**src/rtl/lock_controller.sv**
```systemverilog
// Keypad lock: digit entry, code check, retry counting and sleep lockout.
// Define LOCK_CODE_CHANGE_EN to allow reprogramming the code from UNLOCKED.
module lock_controller #(
  parameter int                    CODE_LEN   = 4,
  parameter int                    MAX_TRIES  = 3,
  parameter logic [4*CODE_LEN-1:0] RESET_CODE = 16'h1234
) (
  input  logic       clk,
  input  logic       reset,
  input  logic [3:0] digit,
  input  logic       enter,
  input  logic       lock,
  input  logic       set_code,
  input  logic       end_sleep,
  output logic       sleep,
  output logic       unlocked,
  output logic       error,
  output logic [1:0] attempts
);

  localparam int W = 4 * CODE_LEN;

  typedef enum logic [2:0] {
    LOCKED   = 3'd0,
    CHECK    = 3'd1,
    UNLOCKED = 3'd2,
    SLEEP    = 3'd3
`ifdef LOCK_CODE_CHANGE_EN
    , PROGRAM = 3'd4
`endif
  } state_t;

  state_t         state_reg, state_next;
  logic [W-1:0]   entry_reg, entry_next;
  logic [3:0]     count_reg, count_next;
  logic [1:0]     attempts_reg, attempts_next;
  logic           error_reg, error_next;
  logic [W-1:0]   code;

  logic           digit_valid;
  logic           last_digit;
  logic [W-1:0]   shifted;
  logic [2:0]     tries;

  assign digit_valid = enter && (digit <= 4'd9);
  assign last_digit  = (count_reg == 4'(CODE_LEN - 1));
  assign shifted     = {entry_reg[W-5:0], digit};
  assign tries       = {1'b0, attempts_reg} + 3'd1;

`ifdef LOCK_CODE_CHANGE_EN
  logic [W-1:0] code_reg, code_next;

  always_ff @(posedge clk or posedge reset) begin
    if (reset) begin
      code_reg <= RESET_CODE;
    end else begin
      code_reg <= code_next;
    end
  end

  assign code = code_reg;
`else
  logic unused_set_code;

  // Without reprogramming the code is a constant and set_code has no effect.
  assign code            = RESET_CODE;
  assign unused_set_code = set_code;
`endif

  always_ff @(posedge clk or posedge reset) begin
    if (reset) begin
      state_reg    <= LOCKED;
      entry_reg    <= '0;
      count_reg    <= '0;
      attempts_reg <= '0;
      error_reg    <= 1'b0;
    end else begin
      state_reg    <= state_next;
      entry_reg    <= entry_next;
      count_reg    <= count_next;
      attempts_reg <= attempts_next;
      error_reg    <= error_next;
    end
  end

  always_comb begin
    state_next    = state_reg;
    entry_next    = entry_reg;
    count_next    = count_reg;
    attempts_next = attempts_reg;
    error_next    = 1'b0;
`ifdef LOCK_CODE_CHANGE_EN
    code_next     = code_reg;
`endif

    case (state_reg)
      LOCKED: begin
        if (digit_valid) begin
          entry_next = shifted;
          if (last_digit) begin
            count_next = '0;
            state_next = CHECK;
          end else begin
            count_next = count_reg + 4'd1;
          end
        end
      end

      CHECK: begin
        if (entry_reg == code) begin
          state_next    = UNLOCKED;
          attempts_next = '0;
        end else if (tries < 3'(MAX_TRIES)) begin
          state_next    = LOCKED;
          attempts_next = tries[1:0];
          error_next    = 1'b1;
        end else begin
          // Final allowed miss: lockout replaces the error pulse.
          state_next    = SLEEP;
          attempts_next = 2'(MAX_TRIES);
        end
      end

      UNLOCKED: begin
        if (lock) begin
          state_next = LOCKED;
        end
`ifdef LOCK_CODE_CHANGE_EN
        else if (set_code) begin
          state_next = PROGRAM;
          count_next = '0;
        end
`endif
      end

      SLEEP: begin
        if (end_sleep) begin
          state_next    = LOCKED;
          attempts_next = '0;
          entry_next    = '0;
          count_next    = '0;
        end
      end

`ifdef LOCK_CODE_CHANGE_EN
      PROGRAM: begin
        if (lock) begin
          state_next = LOCKED;
          count_next = '0;
        end else if (digit_valid) begin
          entry_next = shifted;
          if (last_digit) begin
            count_next = '0;
            code_next  = shifted;
            state_next = UNLOCKED;
          end else begin
            count_next = count_reg + 4'd1;
          end
        end
      end
`endif

      default: begin
        state_next = LOCKED;
      end
    endcase
  end

  // sleep decodes the state directly so end_sleep and reset clear it at once.
  assign sleep    = (state_reg == SLEEP);
`ifdef LOCK_CODE_CHANGE_EN
  assign unlocked = (state_reg == UNLOCKED) || (state_reg == PROGRAM);
`else
  assign unlocked = (state_reg == UNLOCKED);
`endif
  assign error    = error_reg;
  assign attempts = attempts_reg;

endmodule

```
**config.mk**
```make
export PLATFORM = sky130hd
export DESIGN_NAME = lock_controller
export DESIGN_NICKNAME = d
export VERILOG_FILES = /design/src/rtl/lock_controller.sv
export SDC_FILE = /design/constraint.sdc
export NUM_CORES = 1
export LEC_CHECK = 0
export CORE_AREA = 3 3 50 52
export DETAILED_ROUTE_END_ITERATION = 8
export DIE_AREA = 0 0 53 55
export PLACE_DENSITY = 0.77
export SLEW_MARGIN = 20
export SYNTH_ARGS = -nofsm -noshare
export SYNTH_HDL_FRONTEND = slang
export SYNTH_SLANG_ARGS = --single-unit
```
**constraint.sdc**
```tcl
create_clock -name clk -period 1.85 [get_ports clk]
set_input_delay 0.555 -clock clk [delete_from_list [all_inputs] [get_ports clk]]
set_output_delay 0.555 -clock clk [all_outputs]
set_load 0.1 [all_outputs]
```
Word level (Yosys, flattened, before mapping)
Cells that the tools add are included.
W data, S select, Z words.
{"block": "classes", "add_sub_neg": 2, "n_lt_le_gt_ge": 2, "eq_ne": 9, "muxes": 21, "reduce_logical": 7}
{"operator": "$mux W16", "count": 2}
{"operator": "$pmux W16 S2", "count": 1}
{"operator": "$eq A16 B13 Y1 const B", "count": 1}
{"operator": "$mux W3", "count": 4}
{"operator": "$mux W4", "count": 3}
{"operator": "$pmux W3 S4", "count": 1}
{"operator": "$mux W2", "count": 5}
{"operator": "$ne A2 B2 Y1 const B", "count": 4}
{"operator": "$pmux W4 S2", "count": 1}
{"operator": "$eq A3 B2 Y1 const B", "count": 2}
{"operator": "$add A4 B1 Y4 const B", "count": 1}
{"operator": "$eq A4 B2 Y1 const B", "count": 1}
{"operator": "$le A4 B4 Y1 const B", "count": 1}
{"operator": "$pmux W2 S2", "count": 1}
{"operator": "$reduce_and A4 Y1", "count": 1}
{"operator": "$reduce_bool A2 Y1", "count": 2}
{"operator": "$add A2 B1 Y3 const B", "count": 1}
{"operator": "$eq A3 B1 Y1 const B", "count": 1}
{"operator": "$logic_not A3 Y1", "count": 1}
{"operator": "$lt A3 B2 Y1 const B", "count": 1}
{"operator": "$mux W1", "count": 3}
{"operator": "$reduce_and A3 Y1", "count": 1}
{"operator": "$reduce_and A2 Y1", "count": 1}
{"operator": "$logic_and A1 B1 Y1", "count": 1}
{"block": "totals", "regBits": 26, "inputBits": 10, "output_inout_bits": 5, "wordCells": 46}

Longest topological paths before layout
Gate-level depths: netlist of run 1.
{"block": "logic_depth", "depth_word": 5, "ltp_mapped": 6, "depth_no_buf": 4}

Worst setup path after synthesis of run 1
No wires, ideal clock.
{"block": "synth_timing", "kind": "flip-flop to output port", "from": "reg state_reg[0]", "to": "out unlocked", "arrival_time_ns": 1.743, "required_ns": 1.295, "setup_slack_ns": -0.448, "path_stages_with_launch": 3, "cell_sequence": "dfrtp_1 > buf_6 > nor2_1"}
{"block": "synth_between", "elab_chain_len": 1}
{"element": "start: declaration", "line": "33", "text": "state_t state_reg, state_next;"}
{"element": "start signal: assignment", "line": "78", "text": "state_reg <= state_next;"}
{"element": "$eq A3 B2 Y1", "line": "174", "text": "assign unlocked = (state_reg == UNLOCKED);"}
{"element": "end: declaration", "line": "16", "text": "output logic unlocked,"}
No other way between the ends.

Final worst setup path of run 1
{"block": "layout_timing", "from": "reg state_reg[1]", "to": "out sleep"}
{"block": "layout_between", "elab_chain_len": 1}
{"element": "$eq A3 B2 Y1", "line": "170", "text": "assign sleep = (state_reg == SLEEP);"}
{"element": "end: declaration", "line": "15", "text": "output logic sleep,"}
No other way between the ends.

==> results of run 1 <==
==> synthesized netlist by cell type <==
cell,count
a21oi_1,1
a22o_1,18
a32o_1,1
a32oi_1,1
a32oi_4,1
a41oi_1,1
and2_4,1
and2b_4,1
and3_4,1
and4_1,1
and4bb_1,2
buf_4,1
buf_6,5
dfrtp_1,25
ha_1,1
inv_1,1
inv_2,2
mux2i_1,1
nand2_1,7
nand2b_1,1
nand3_1,2
nand4b_1,1
nor2_1,4
nor2b_4,1
nor3b_1,1
nor4_1,1
nor4_2,1
nor4b_2,1
o21ai_1,6
o21ai_2,1
o31ai_1,1
==> where the power goes <==
part	switching (mW)	leakage, nW	total (mW)	internal, mW
sequential	0.261	0.326	1.04	0.778
combinational	0.608	0.280	1.11	0.500
clock	0.149	0.0150	0.233	0.0840
==> worst reg2reg max path, stage by stage, from the launching register on <==
cell	delay, ps
dfrtp_2	500
and2_4	210
a32oi_4	490
a22o_1	240
==> layout make-up <==
type / count / area (sq um) / area share [%]
flip-flops and latches: 25 / 628 / 46.1
multi-input cells: 59 / 474 / 34.8
repair buffers: 14 / 188 / 13.8
well taps: 28 / 35.0 / 2.57
clock buffers: 4 / 26.3 / 1.93
inverters: 3 / 11.3 / 0.826
==> through the flow <==
stage               setup WS (ps)  setup TNS, ps  power [mW]  instance area, sq um
floorplan                    12.4              0        1.89                  1170
global placement             -188          -3390        2.13                  1330
detailed placement           -204          -3750        2.15                  1330
CTS                          11.9              0        2.39                  1360
global route                 25.2              0        2.51                  1360
finish                       83.7              0        2.38                  1360
==> worst paths after layout <==
kind	startpoint	endpoint	slack (ps)	cells past startpoint
max	state_reg[1]	sleep	80	2
min in group asynchronous	reset	error	580	3
min reg2reg	entry_reg[12]	entry_reg[12]	520	1
max reg2reg	state_reg[0]	count_reg[0]	360	3
min	entry_reg[12]	entry_reg[12]	520	1
max in group asynchronous	reset	state_reg[0]	1020	3
==> cell families (layout without fill, tap and decap cells) <==
| family | after synthesis | after routing | share of synthesized area [%] |
|---|---|---|---|
| buf+inv | 9 | 21 | 6.40 |
| compound gates | 31 | 31 | 22.5 |
| flops | 25 | 25 | 53.4 |
| simple gates | 26 | 26 | 15.8 |
| mux | 1 | 1 | 0.854 |
| fa+ha+maj | 1 | 1 | 1.07 |
==> what timing repair did <==
action,CTS,global route
setup endpoints to repair,2,1
cloned,0,0
gates resized for setup,1,1
==> per-layer routing <==
| layer | track usage [%] | vias to the layer above | wire length, microns |
|---|---|---|---|
| met5 | 0 | - | 0 |
| met1 | 19.1 | 411 | 923 |
| li1 | - | 382 | - |
| met4 | 5.11 | 0 | 18 |
| met3 | 3.22 | 2 | 62 |
| met2 | 27.1 | 14 | 1060 |
==> flow_summary.ini, run 1 <==
[clock_network]
cts-root-buf = clkbuf_4
cts_tree = done
clock_latency_ps = 300
postCtsHoldBufs = 0
path_clk_slew_ps = 130
htreeDepth = 1
clock_path_buffers = 2
clock-sinks = 25
cts_buffers = 3
post_cts_buffers = 0

[cells_and_area]
finish.utilization_pct = 63.4
n_fill_cell = 168
final_cell_mix = dfrtp_1, a22o_1, clkdlybuf4s50_1
diodes = 0
fin_cells = 133
mostFrequentLayoutCell = dfrtp_1
largest_reg_flops = 16
areaGrowthSynthToFinish_pct = 16.2
nNetsFinal = 117
final_layout_size_suffix_gt1_share_pct = 21.0

[synth]
netlist_area_sq_mm = 0.00117
synth.distinct_cells = 31
yosysSeqAreaShare_pct = 53.4
yosysWarnings = 0
synthTopCellsByArea = dfrtp_1, a22o_1, buf_6, o21ai_1, a32oi_4
syn_avg_cell_area_sq_um = 12.6
synth_top_cell_by_area = dfrtp_1
synth-seq-cells = 25
synth_fp_nets = 104
synthCells = 93
netlist.area_leader.share_pct = 53.4

[run]
max-cap-violations = 0

[timing]
hold-worst-slack_ps = 520
worst_slew_pin_slew_ps = 597
timing.final.hold_violations = 0
setup_viol = 0
finClkSkew_ps = 4.65
drv_slew = 0
layout_min_cycle_time_ps = 1770
relSlewSlack_pct = 60.2
max_clock_freq_ghz = 0.566
period_share_pct = 95.5
rsz0062_at_grt = false

[global_route]
grt.overflow.total = 0
grt_max_degree = 26
first_global_vias = 743
grtUsageTotal_pct = 15.5
grt_pass1_wl_microns = 3260
antenna_found_initial = 0

[setup_path]
crit_buf_inv = 1
critical_path.slowest_cell = dfrtp_2
cp_max_fo = 9
start_kind = register
crit_chain = and2_4 > buf_12
end_kind = primary output
cpPeakStageDelay_ps = 500
arrival_ps = 1210
crit_required_ps = 1290
path_delay_family = flip-flops
path_class = register to primary output

[floorplan]
die_y_microns = 55
die_w_microns = 53
dieArea_sq_mm = 0.00292
start_util_pct = 54.6
core_sq_mm = 0.00215
ios = 15
rows = 17

[drt]
wl_per_cell_microns = 15.5
drt-vias-per-instance = 6.08
drtIter0Drc = 16
num_vias = 809
drt-total-wl_microns = 2070
drcViolationCount = 0
drtPass1Iterations = 5
antenna_left = 0

[placed_design]
io_buffers = 13
place_inst = 129
gp_congestion = 0.772

[power_and_ir_drop]
p_leak_nw = 0.621
ir_drop_mv = 1.17
power_density_mw_per_mm2 = 1750

[min_path]
hold_path.class = register to register

[run_status]
outcome = finished, final reports clean
(Power assumes the default switching activity.)
==> run 2, diff against run 1 <==
Settings changed: CORE_AREA 3 3 50 52 to 3 3 54 56, DIE_AREA 0 0 53 55 to 0 0 57 59, GPL_TIMING_DRIVEN from default to 0, PLACE_DENSITY 0.77 to 0.67.
==> run 2 against run 1 <==
  * Routed wire length rose by 13%
  * Sequential share of layout area is 0.43 points lower
  * Fmax fell by 0.41%
  * Design area increased by 0.55%
  * Via count is 4.1% higher
  * Highest routed layer unchanged
  * Register-to-register slack improved by 150 ps
  * Clock power is 2% higher
==> flow_summary.ini, run 2 (synthesis gave the netlist of run 1 again) <==
[run_status]
outcome = finished, final reports clean

[placed_design]
dp.final_hpwl_microns = 1610
placed_cell_area_sq_mm = 0.00134
gp_congestion = 0.780
place_ws_ps = -482
io_buffers = 13

[timing]
period_share_pct = 95.9
worst_slew_pin_slew_ps = 941
max_clock_freq_ghz = 0.564
relSlewSlack_pct = 37.2
setup_viol = 0
timing.final.hold_violations = 0
fin_ws_ps = 76.5
drv_slew = 0
finClkSkew_ps = 7.21
hold-worst-slack_ps = 515
rsz0062_at_grt = false
layout_min_cycle_time_ps = 1770

[cells_and_area]
seq_area_sq_um = 626
final_cell_mix = dfrtp_1, a22o_1, clkdlybuf4s50_1
finish.utilization_pct = 55.3
multiInputGateArea_sq_um = 474
largest_reg_flops = 16
areaGrowthSynthToFinish_pct = 16.9
post-route-cell-area_sq_mm = 0.00137
n_fill_cell = 230
final_layout_size_suffix_gt1_share_pct = 23.6
nNetsFinal = 122
mostFrequentLayoutCell = dfrtp_1
diodes = 0

[floorplan]
dieArea_sq_mm = 0.00336
die_y_microns = 59
ios = 15
core_sq_mm = 0.00248
rows = 18
start_util_pct = 47.3
die_w_microns = 57

[setup_path]
critical_path.slowest_cell = clkdlybuf4s15_2
r2r_start = count_reg[0]
crit_required_ps = 1290
end_kind = primary output
arrival_ps = 1220
regToRegSetupSlack_ps = 510
path_class = register to primary output
path_delay_family = buffers and inverters
r2r_cells = 4
cpPeakStageDelay_ps = 550
crit_chain = clkdlybuf4s15_2
crit_buf_inv = 1
cp_max_fo = 1
rr_endpoint = state_reg[0]
start_kind = register

[global_route]
grtUsageTotal_pct = 15.9
first_global_vias = 866
grt_max_degree = 26
grt.overflow.total = 0
antenna_found_initial = 0
grt_pass1_wl_microns = 4110

[drt]
antenna_left = 0
drtPass1Iterations = 4
drt-total-wl_microns = 2340
drt-vias-per-instance = 6.01
drcViolationCount = 0
num_vias = 842
drtIter0Drc = 20
wl_per_cell_microns = 16.7

[power_and_ir_drop]
p_total_mw = 2.39
p_leak_nw = 0.637
power_density_mw_per_mm2 = 1740
ir_drop_mv = 0.955

[min_path]
whs_endpoint = entry_reg[13]
hp-start = entry_reg[13]
holdPathStages = 1
hold_path.class = register to register

[clock_network]
post_cts_buffers = 0
cts_tree = done
postCtsHoldBufs = 0
clock-sinks = 25
clock_path_buffers = 2
htreeDepth = 1
clock_latency_ps = 310
cts-root-buf = clkbuf_4
path_clk_slew_ps = 130
cts_buffers = 3

[run]
max-cap-violations = 0
[run 2: what timing repair did]
item | CTS | global route
endpoints found under the setup margin | 5 | 3
gates cloned | 0 | 0
resized for setup | 26 | 3
[run 2: worst max-delay path by stage]
stage	slack (ps)	start	endpoint	cells after the start
2_1_floorplan	10	state_reg[1]	unlocked	3
3_3_place_gp	-480	state_reg[1]	sleep	3
3_5_place_dp	-480	state_reg[0]	sleep	3
4_1_cts	40	error	error	1
5_1_grt	7	error	error	1
6_report	80	error	error	1
[run 2: layer usage]
layer  routed length (microns)  global-route usage, %  share of wire [%]  up-vias
met5                         0                      0                  0        -
met4                        31                   7.62                1.3        0
met3                       117                   2.18                5.0        6
met2                      1120                   24.1                 48       24
met1                      1080                   22.5                 46      423
li1                          -                      -                  -      389
[run 2: where the power goes]
| part | total [mW] | internal (mW) | switching [mW] | leakage (nW) |
|---|---|---|---|---|
| Clock | 0.237 | 0.0807 | 0.156 | 0.0177 |
| Sequential | 0.974 | 0.774 | 0.200 | 0.328 |
| Combinational | 1.18 | 0.488 | 0.692 | 0.292 |
| Total | 2.39 | 1.34 | 1.05 | 0.637 |
[run 2: through the flow]
step | std cells | setup TNS [ps]
2_1_floorplan | 93 | 0
3_3_place_gp | 136 | -2310
3_5_place_dp | 136 | -2560
4_1_cts | 140 | 0
5_1_grt | 140 | 0
6_report | 140 | 0
[run 2: cell type report]
type / count / share of cell area (%)
Timing Repair Buffer: 13 / 9.50
Inverter: 3 / 0.822
Clock buffer: 3 / 1.64
Clock inverter: 1 / 0.365
Multi-Input combinational cell: 59 / 34.6
Buffer: 6 / 4.66
Sequential cell: 25 / 45.7
Tap cell: 30 / 2.74
==> run 3, diff against run 2 <==
Settings changed: CORE_AREA 3 3 54 56 to 3 3 59 61, DIE_AREA 0 0 57 59 to 0 0 62 64, PLACE_DENSITY 0.67 to 0.57.
==> run 3 against run 2 <==
  * Via count fell by 2.3%
  * Cell count rose by 10%
  * Setup slack improved by 7.0 ps
  * Worst hold slack improved by 1.4 ps
  * Sequential share of layout area fell by 0.86 points
  * Clock-buffer cell count did not move
  * Die area rose by 18%
  * Global-route usage fell by 2.2 points
  * Routed wire length fell by 0.34%
  * Combinational power barely moved
  * Non-clock buffer count did not move
  * First-iteration DRC count rose by 130%
==> flow_summary.ini, run 3 (synthesis gave the netlist of run 1 again) <==
[timing]
timing.final.hold_violations = 0
finClkSkew_ps = 8.86
setup_viol = 0
max_clock_freq_ghz = 0.566
period_share_pct = 95.5
worst_slew_pin_slew_ps = 899
relSlewSlack_pct = 39.7
layout_min_cycle_time_ps = 1770
hold-worst-slack_ps = 517
rsz0062_at_grt = false
setup_tns_ps = 0
drv_slew = 0

[power_and_ir_drop]
clkPwrFrac_pct = 10.0
ir_drop_mv = 0.466
comb_power_share_pct = 49.9
pwr-share-seq_pct = 40.1
p_sw_mw = 1.05
power_density_mw_per_mm2 = 1720
p_leak_nw = 0.636
swShare_pct = 43.5
intPower_mw = 1.36

[cells_and_area]
n_fill_cell = 279
final_layout_size_suffix_gt1_share_pct = 23.6
areaGrowthSynthToFinish_pct = 19.1
multiInputGateArea_sq_um = 474
seq_area_sq_um = 626
largest_reg_flops = 16
nNetsFinal = 122
mostFrequentLayoutCell = dfrtp_1
finish.utilization_pct = 46.1
final_cell_mix = dfrtp_1, a22o_1, clkdlybuf4s50_1
diodes = 0

[floorplan]
rows = 20
die_w_microns = 62
start_util_pct = 38.7
dieArea_sq_mm = 0.00397
ios = 15
die_y_microns = 64
core_sq_mm = 0.00303

[clock_network]
cts_buffers = 3
clock-sinks = 25
clock_path_buffers = 2
clock_latency_ps = 320
path_clk_slew_ps = 140
post_cts_buffers = 0
cts_tree = done
cts-root-buf = clkbuf_4
postCtsHoldBufs = 0
htreeDepth = 1

[setup_path]
crit_required_ps = 1290
start_kind = register
r2r_cells = 4
path_class = register to primary output
regToRegSetupSlack_ps = 450
r2r_start = count_reg[0]
startpoint = state_reg[1]
critical_path.slowest_cell = dfrtp_1
arrival_ps = 1210
end_kind = primary output
crit_chain = buf_6 > inv_2 > nor2_2 > buf_8
rr_endpoint = state_reg[0]
cp_max_fo = 9
cpPeakStageDelay_ps = 370
critPathCapture = unlocked

[drt]
drtIter0Drc = 45
antenna_left = 0
drcViolationCount = 0
wl_per_cell_microns = 15.2
drt-vias-per-instance = 5.34
drtPass1Iterations = 4
drt-total-wl_microns = 2330
num_vias = 823

[global_route]
grt_max_degree = 26
first_global_vias = 821
grtUsageTotal_pct = 13.7
antenna_found_initial = 0
grt_pass1_wl_microns = 3950
grt.overflow.total = 0

[placed_design]
dp.final_hpwl_microns = 1610
io_buffers = 13
gp_congestion = 0.746

[min_path]
hold_path.class = register to register
holdPathStages = 1

[run_status]
outcome = finished, final reports clean

[run]
max-cap-violations = 0
[run 3: per-stage QoR]
step,cells,setup WS (ps),instance area (sq um),power [mW]
CTS,154,21.7,1380,2.39
global placement,150,-476,1360,2.14
global route,154,3.25,1400,2.57
detailed placement,150,-477,1360,2.16
finish,154,83.5,1400,2.41
floorplan,93,12.4,1170,1.89
[run 3: power groups by stage]
stage	Combinational, mW	Clock [mW]	Sequential [mW]
after CTS	1.17	0.257	0.967
after global placement	1.17	0	0.971
after detailed placement	1.18	0	0.973
final	1.20	0.241	0.965
after floorplan	0.792	0	1.10
after global routing	1.29	0.289	0.996
[run 3: worst min path at each step]
stage	start	to	slack, ps
after floorplan	entry_reg[12]	entry_reg[12]	460
after global placement	entry_reg[12]	entry_reg[12]	480
after detailed placement	entry_reg[13]	entry_reg[13]	480
after CTS	entry_reg[13]	entry_reg[13]	520
after global routing	entry_reg[13]	entry_reg[13]	540
final	entry_reg[13]	entry_reg[13]	520
[run 3: final cells by class]
cell class | count | area share (%)
well taps | 44 | 3.94
flip-flops and latches | 25 | 44.8
repair buffers | 13 | 9.95
plain buffers | 6 | 4.57
multi-input cells | 59 | 34.0
inverters | 3 | 0.806
clock inverters | 1 | 0.358
clock buffers | 3 | 1.61
[run 3: worst max-delay path: cells and delay by family, from the launching register on]
family / cells / cell delay [ps]
buffers and inverters: 3 / 400
flip-flops: 1 / 370
AND/OR/NAND/NOR: 1 / 120
[run 3: what timing repair did]
action | in CTS | in global routing
endpoints found under the setup margin | 5 | 3
pin swaps | 0 | 0
resized for setup | 26 | 5
[run 3: layer usage]
layer	wire [microns]	vias to the layer above	GRT usage, %
li1	-	390	-
met1	1080	403	19.4
met2	1080	25	19.8
met3	137	5	3.03
met4	42	0	5.57
met5	0	-	0
